### src/rtl/stack_pkg.sv
// Shared definitions for the stack controller: command encodings, FSM states
// and the default stack geometry.
package stack_pkg;

  localparam int STACK_DEPTH    = 64;
  localparam int STACK_PTR_BITS = $clog2(STACK_DEPTH);

  typedef enum logic [1:0] {
    OP_NOP  = 2'b00,
    OP_PUSH = 2'b01,
    OP_POP  = 2'b10,
    OP_POP2 = 2'b11
  } op_e;

  typedef enum logic [1:0] {
    ST_IDLE  = 2'b00,
    ST_WRITE = 2'b01,
    ST_READ  = 2'b10,
    ST_RESP  = 2'b11
  } state_e;

endpackage

### src/rtl/stack_controller.sv
// Stack pointer owner and command sequencer for an external stack memory.
// Optional STACK_ERR_EN adds sticky err_overflow / err_underflow outputs.
module stack_controller
  import stack_pkg::*;
#(
  parameter int REG_BITS = 32,
  parameter int DEPTH    = STACK_DEPTH,
  parameter int PTR_BITS = $clog2(DEPTH)
) (
  input  logic                clk,
  input  logic                reset_n,
  input  logic                cmd_valid,
  output logic                cmd_ready,
  input  logic [1:0]          cmd_op,
  input  logic [REG_BITS-1:0] cmd_data,
  output logic                rsp_valid,
  input  logic                rsp_ready,
  output logic [REG_BITS-1:0] rsp_data1,
  output logic [REG_BITS-1:0] rsp_data2,
  output logic                mem_we,
  output logic [PTR_BITS-1:0] mem_addr,
  output logic [REG_BITS-1:0] mem_wdata,
  input  logic [REG_BITS-1:0] mem_rdata1,
  input  logic [REG_BITS-1:0] mem_rdata2,
  output logic [PTR_BITS:0]   sp,
  output logic                empty,
`ifdef STACK_ERR_EN
  output logic                err_overflow,
  output logic                err_underflow,
`endif
  output logic                full
);

  state_e                r_state;
  state_e                w_nextState;
  logic                  r_started;
  logic [PTR_BITS:0]     r_sp;
  logic                  r_isPop2;
  logic [REG_BITS-1:0]   r_wdata;
  logic [REG_BITS-1:0]   r_rspData1;
  logic [REG_BITS-1:0]   r_rspData2;

  op_e                   w_op;
  logic                  w_cmdReady;
  logic                  w_accept;
  logic                  w_full;
  logic                  w_empty;
  logic                  w_pushOk;
  logic                  w_popOk;
  logic                  w_pop2Ok;
  logic                  w_readStart;
  logic [PTR_BITS-1:0]   w_topAddr;

  assign w_op        = op_e'(cmd_op);
  assign w_cmdReady  = r_started && (r_state == ST_IDLE);
  assign w_accept    = cmd_valid && w_cmdReady;
  assign w_full      = (r_sp == (PTR_BITS+1)'(DEPTH));
  assign w_empty     = (r_sp == '0);
  assign w_pushOk    = w_accept && (w_op == OP_PUSH) && !w_full;
  assign w_popOk     = w_accept && (w_op == OP_POP)  && !w_empty;
  assign w_pop2Ok    = w_accept && (w_op == OP_POP2) && (r_sp > (PTR_BITS+1)'(1));
  assign w_readStart = w_popOk || w_pop2Ok;
  assign w_topAddr   = PTR_BITS'(r_sp - (PTR_BITS+1)'(1));

  always_ff @(posedge clk or negedge reset_n) begin
    if (!reset_n) begin
      r_state <= ST_IDLE;
    end else begin
      r_state <= w_nextState;
    end
  end

  always_comb begin
    w_nextState = r_state;
    unique case (r_state)
      ST_IDLE: begin
        if (w_pushOk) begin
          w_nextState = ST_WRITE;
        end else if (w_readStart) begin
          w_nextState = ST_READ;
        end
      end
      ST_WRITE: w_nextState = ST_IDLE;
      ST_READ:  w_nextState = ST_RESP;
      ST_RESP: begin
        if (rsp_ready) begin
          w_nextState = ST_IDLE;
        end
      end
    endcase
  end

  // Pointer moves only when a memory access completes, so sp always reflects committed entries.
  always_ff @(posedge clk or negedge reset_n) begin
    if (!reset_n) begin
      r_started  <= 1'b0;
      r_sp       <= '0;
      r_isPop2   <= 1'b0;
      r_wdata    <= '0;
      r_rspData1 <= '0;
      r_rspData2 <= '0;
    end else begin
      r_started <= 1'b1;
      if (w_pushOk) begin
        r_wdata <= cmd_data;
      end
      if (w_readStart) begin
        r_isPop2 <= w_pop2Ok;
      end
      if (r_state == ST_WRITE) begin
        r_sp <= r_sp + (PTR_BITS+1)'(1);
      end
      if (r_state == ST_READ) begin
        r_rspData1 <= mem_rdata1;
        r_rspData2 <= r_isPop2 ? mem_rdata2 : '0;
        r_sp       <= r_sp - (r_isPop2 ? (PTR_BITS+1)'(2) : (PTR_BITS+1)'(1));
      end
    end
  end

`ifdef STACK_ERR_EN
  logic r_errOverflow;
  logic r_errUnderflow;

  always_ff @(posedge clk or negedge reset_n) begin
    if (!reset_n) begin
      r_errOverflow  <= 1'b0;
      r_errUnderflow <= 1'b0;
    end else begin
      if (w_accept && (w_op == OP_PUSH) && w_full) begin
        r_errOverflow <= 1'b1;
      end
      if (w_accept && (((w_op == OP_POP) && w_empty) ||
                       ((w_op == OP_POP2) && (r_sp < (PTR_BITS+1)'(2))))) begin
        r_errUnderflow <= 1'b1;
      end
    end
  end

  assign err_overflow  = r_errOverflow;
  assign err_underflow = r_errUnderflow;
`endif

  // The read address is presented in the accept cycle so the registered memory returns data during READ.
  always_comb begin
    cmd_ready = w_cmdReady;
    rsp_valid = 1'b0;
    mem_we    = 1'b0;
    mem_addr  = r_sp[PTR_BITS-1:0];
    mem_wdata = r_wdata;
    unique case (r_state)
      ST_IDLE: begin
        if (w_readStart) begin
          mem_addr = w_topAddr;
        end
      end
      ST_WRITE: mem_we = 1'b1;
      ST_READ:  mem_addr = w_topAddr;
      ST_RESP:  rsp_valid = 1'b1;
    endcase
  end

  assign rsp_data1 = r_rspData1;
  assign rsp_data2 = r_rspData2;
  assign sp        = r_sp;
  assign empty     = w_empty;
  assign full      = w_full;

endmodule

### config.mk
export PLATFORM = sky130hd
export DESIGN_NAME = stack_controller
export DESIGN_NICKNAME = d
export VERILOG_FILES = /design/src/rtl/stack_pkg.sv /design/src/rtl/stack_controller.sv
export SDC_FILE = /design/constraint.sdc
export NUM_CORES = 1
export LEC_CHECK = 0
export BUFFER_PORTS_ARGS = -buffer_cell sky130_fd_sc_hd__buf_4
export CORE_UTILIZATION = 47
export CTS_CLUSTER_DIAMETER = 100
export DETAILED_ROUTE_END_ITERATION = 8
export GPL_ROUTABILITY_DRIVEN = 0
export GPL_TIMING_DRIVEN = 1
export PLACE_DENSITY_LB_ADDON = 0.25
export SETUP_SLACK_MARGIN = 0.15
export SLEW_MARGIN = 25
export SYNTH_ARGS = -nofsm -noshare
export SYNTH_HDL_FRONTEND = slang
export SYNTH_SLANG_ARGS = --single-unit
### constraint.sdc
create_clock -name clk -period 3.81 [get_ports clk]
set_input_delay 0.1905 -clock clk [delete_from_list [all_inputs] [get_ports clk]]
set_output_delay 0.1905 -clock clk [all_outputs]
set_load 0.02 [all_outputs]
==> flow_metrics.tcl <==
set metrics [dict create \
    critPathKind "reg2reg" \
    ys_seq_area_share_pct 56.46 \
    routed-wl-met2_um 5799 \
    die_x_um 102.4 \
    clk_latency_ns 0.37 \
    drt-initial-drc-count 45 \
    synthCells 403 \
    final_common_cell "buf_4" \
    post-route-drc-count 0 \
    ios 216 \
    io_buffers 215 \
    antenna_cells 0 \
    pwr-share-clk_pct 12.0 \
    setup_viol 0 \
    multi_input_area_mm2 0.001815 \
    worstPathMaxFanout 80 \
    wire_per_inst_um 15.15 \
    syn_area_mm2 0.004742 \
    fin_cells 754 \
    grt_pass1_wl_um 17840 \
    clk_path_buf_depth 2 \
    timing.fmax_mhz 339.7 \
    fp.dieH_um 102.4 \
    start_util_pct 48.52 \
    avgSynthCellArea_um2 11.77 \
    powerDensity_mw_per_mm2 943.9 \
    dr.max_layer_used "met4" \
    first_pass_iters 4 \
    power_frac_comb_pct 55.3 \
    track_usage_pct 22.31 \
    max_cap_violations 0 \
    postSynth.asyncResetShare_pct 100.0 \
    end_kind "register" \
    dpl.hpwl_um 8578 \
    final-max-slew-violation-count 0 \
    status "completed" \
    seqPwrFrac_pct 32.6 \
    grt_pass1_vias 3728 \
    cts_buffers 9 \
    startpoint_type "register" \
    finalHoldViolCount 0 \
    p_int_mw 3.678 \
    ys_warn_count 0 \
    p_sw_mw 2.640 \
    clkTransAtPathRegs_ns 0.10 \
    core.rowCount 36 \
    p_sw_share_pct 41.78 \
    htreeDepth 3 \
    dp_cells 738 \
    nets 732 \
    ys_types 49 \
    ant_nets 0 \
    synth-edff-count 0 \
    fin_skew_ns 0.008561 \
    syn2layout_area_growth_pct 41.16 \
    p_total_mw 6.318 \
    cellLeakagePower_nw 3.295 \
    core-area_mm2 0.009774 \
    ir_worst_vdd_v 0.0004783 \
    routed_wl_um 11420 \
    die-area_mm2 0.01050 \
    cp.arrival_ns 3.24 \
    post_cts_resized 0 \
    grt_antenna_before_repair 0 \
    num_vias 3755 \
    tightest_slew_ns 0.8329 \
    synth_ff_type "dfrtp_1" \
    nFillCells 780 \
    m1WireLength_um 4532 \
    drive_gt1_share_pct 49.28 \
    ys_seq_elements 107 \
    register_area_mm2 0.002678 \
    dr_wl_met3_um 887 \
    synth_nets 518 \
    pre_cts_ws_ns 0.9003 \
    fin_crit_sh_pct 77.25 \
    mostFrequentLayoutCells "buf_4, dfrtp_1, mux2_2" \
    cts_root_buf "clkbuf_8" \
    vias_per_cell 4.980 \
    gr-total-overflow 0 \
    setup_ws_ns 0.8667 \
    cts_tree "built" \
    fin_crit_ns 2.943 \
    setup_total_negative_slack_ns 0 \
    cts_sinks 107 \
    max_slew_margin_pct 44.47 \
    min_path_type "in2reg" \
    grt_max_degree 81 \
    worstPathRequired_ns 4.10 \
    rsz0062_at_grt "no" \
]
## metal layers
metal	track usage [%]	up-vias
met5	0	-
met4	9.670	0
met3	6.088	16
met2	37.95	141
met1	26.48	1799
li1	-	1799
## Yosys cell counts, drive strengths merged, types with 2 or more instances
master   count  share of area [%]
dfrtp      107                 56
mux2        65                 15
o21ai       44                4.7
inv         42                3.3
nand2       37                2.9
ha          12                3.2
clkbuf      11               0.87
nand2b       8                1.1
nor2         8               0.63
buf          7                1.1
a21oi        6               0.63
nor2b        6               0.79
o31ai        4               0.63
nand3        3               0.32
o211ai       3               0.47
a2111o       2               0.47
a2111oi      2               0.50
a211oi       2               0.32
and2         2               0.26
nand3b       2               0.32
nor3         2               0.21
o21a         2               0.32
o311ai       2               0.37
or3          2               0.26
xnor2        2               0.37
## timing repair
action / CTS / global route
hold buffers: 1 / 0
hold endpoints to repair: 61 / 0
setup buffers: 0 / 0
## state kept, by name (all words and copies together), names as in the netlist
signal	flops
r_state	2
r_isPop2	1
rsp_data2	32
rsp_data1	32
mem_wdata	32
r_started	1
sp	7
## final timing paths
path,slack [ns],to,cells past startpoint,startpoint
max,0.87,sp[6],9,r_state[0]
min,0.02,rsp_data2[18],3,mem_rdata2[18]
max reg2reg,0.87,sp[6],9,r_state[0]
min reg2reg,0.52,mem_wdata[23],1,mem_wdata[23]
max in group asynchronous,2.54,rsp_data1[24],3,reset_n
min in group asynchronous,0.44,rsp_data2[4],2,reset_n
## worst max-delay path: stages, from the launching register on
cell and delay (ns):
dfrtp_1 0.41, inv_1 0.11, ha_2 0.18, buf_4 0.61, nand2b_1 0.22, fa_1 0.46
nand2b_1 0.19, a21o_1 0.18, a211oi_1 0.26, xnor2_1 0.15
## metrics by stage
stage | util (%) | hold WS, ns | area [um2]
2_1_floorplan | - | -0.1051 | 4742
3_3_place_gp | 66.18 | 0.3181 | 6469
3_5_place_dp | 66.18 | 0.3227 | 6469
4_1_cts | 68.48 | 0.001486 | 6694
5_1_grt | 68.48 | 0.009423 | 6694
6_report | 68.48 | 0.01806 | 6694
## power groups by stage
stage | combinational (mW) | sequential [mW] | clock, mW
3_5_place_dp | 3.53 | 2.08 | 0
2_1_floorplan | 1.48 | 2.69 | 0
5_1_grt | 3.81 | 2.14 | 0.824
6_report | 3.50 | 2.06 | 0.760
4_1_cts | 3.53 | 2.07 | 0.784
3_3_place_gp | 3.44 | 2.05 | 0
## logic make-up after synthesis
| kind of cell | after synthesis | synth area share, % |
|---|---|---|
| buffers and inverters | 60 | 5.303 |
| and+or+nand+nor | 78 | 8.101 |
| adders and majority gates | 13 | 3.588 |
| muxes | 66 | 15.65 |
| AOI/OAI and AO/OA | 76 | 10.45 |
| other | 1 | 0.07908 |
| xor gates and xnor gates | 2 | 0.3695 |
| DFF | 107 | 56.46 |
## layout make-up
type	instances	area share (%)
clock buffers	11	2.112
clock inverters	4	1.103
inverters	42	2.355
multi-input cells	236	27.12
flip-flops and latches	107	40.00
well taps	133	2.486
repair buffers	221	24.82
Power figures use the tool's default switching activity.
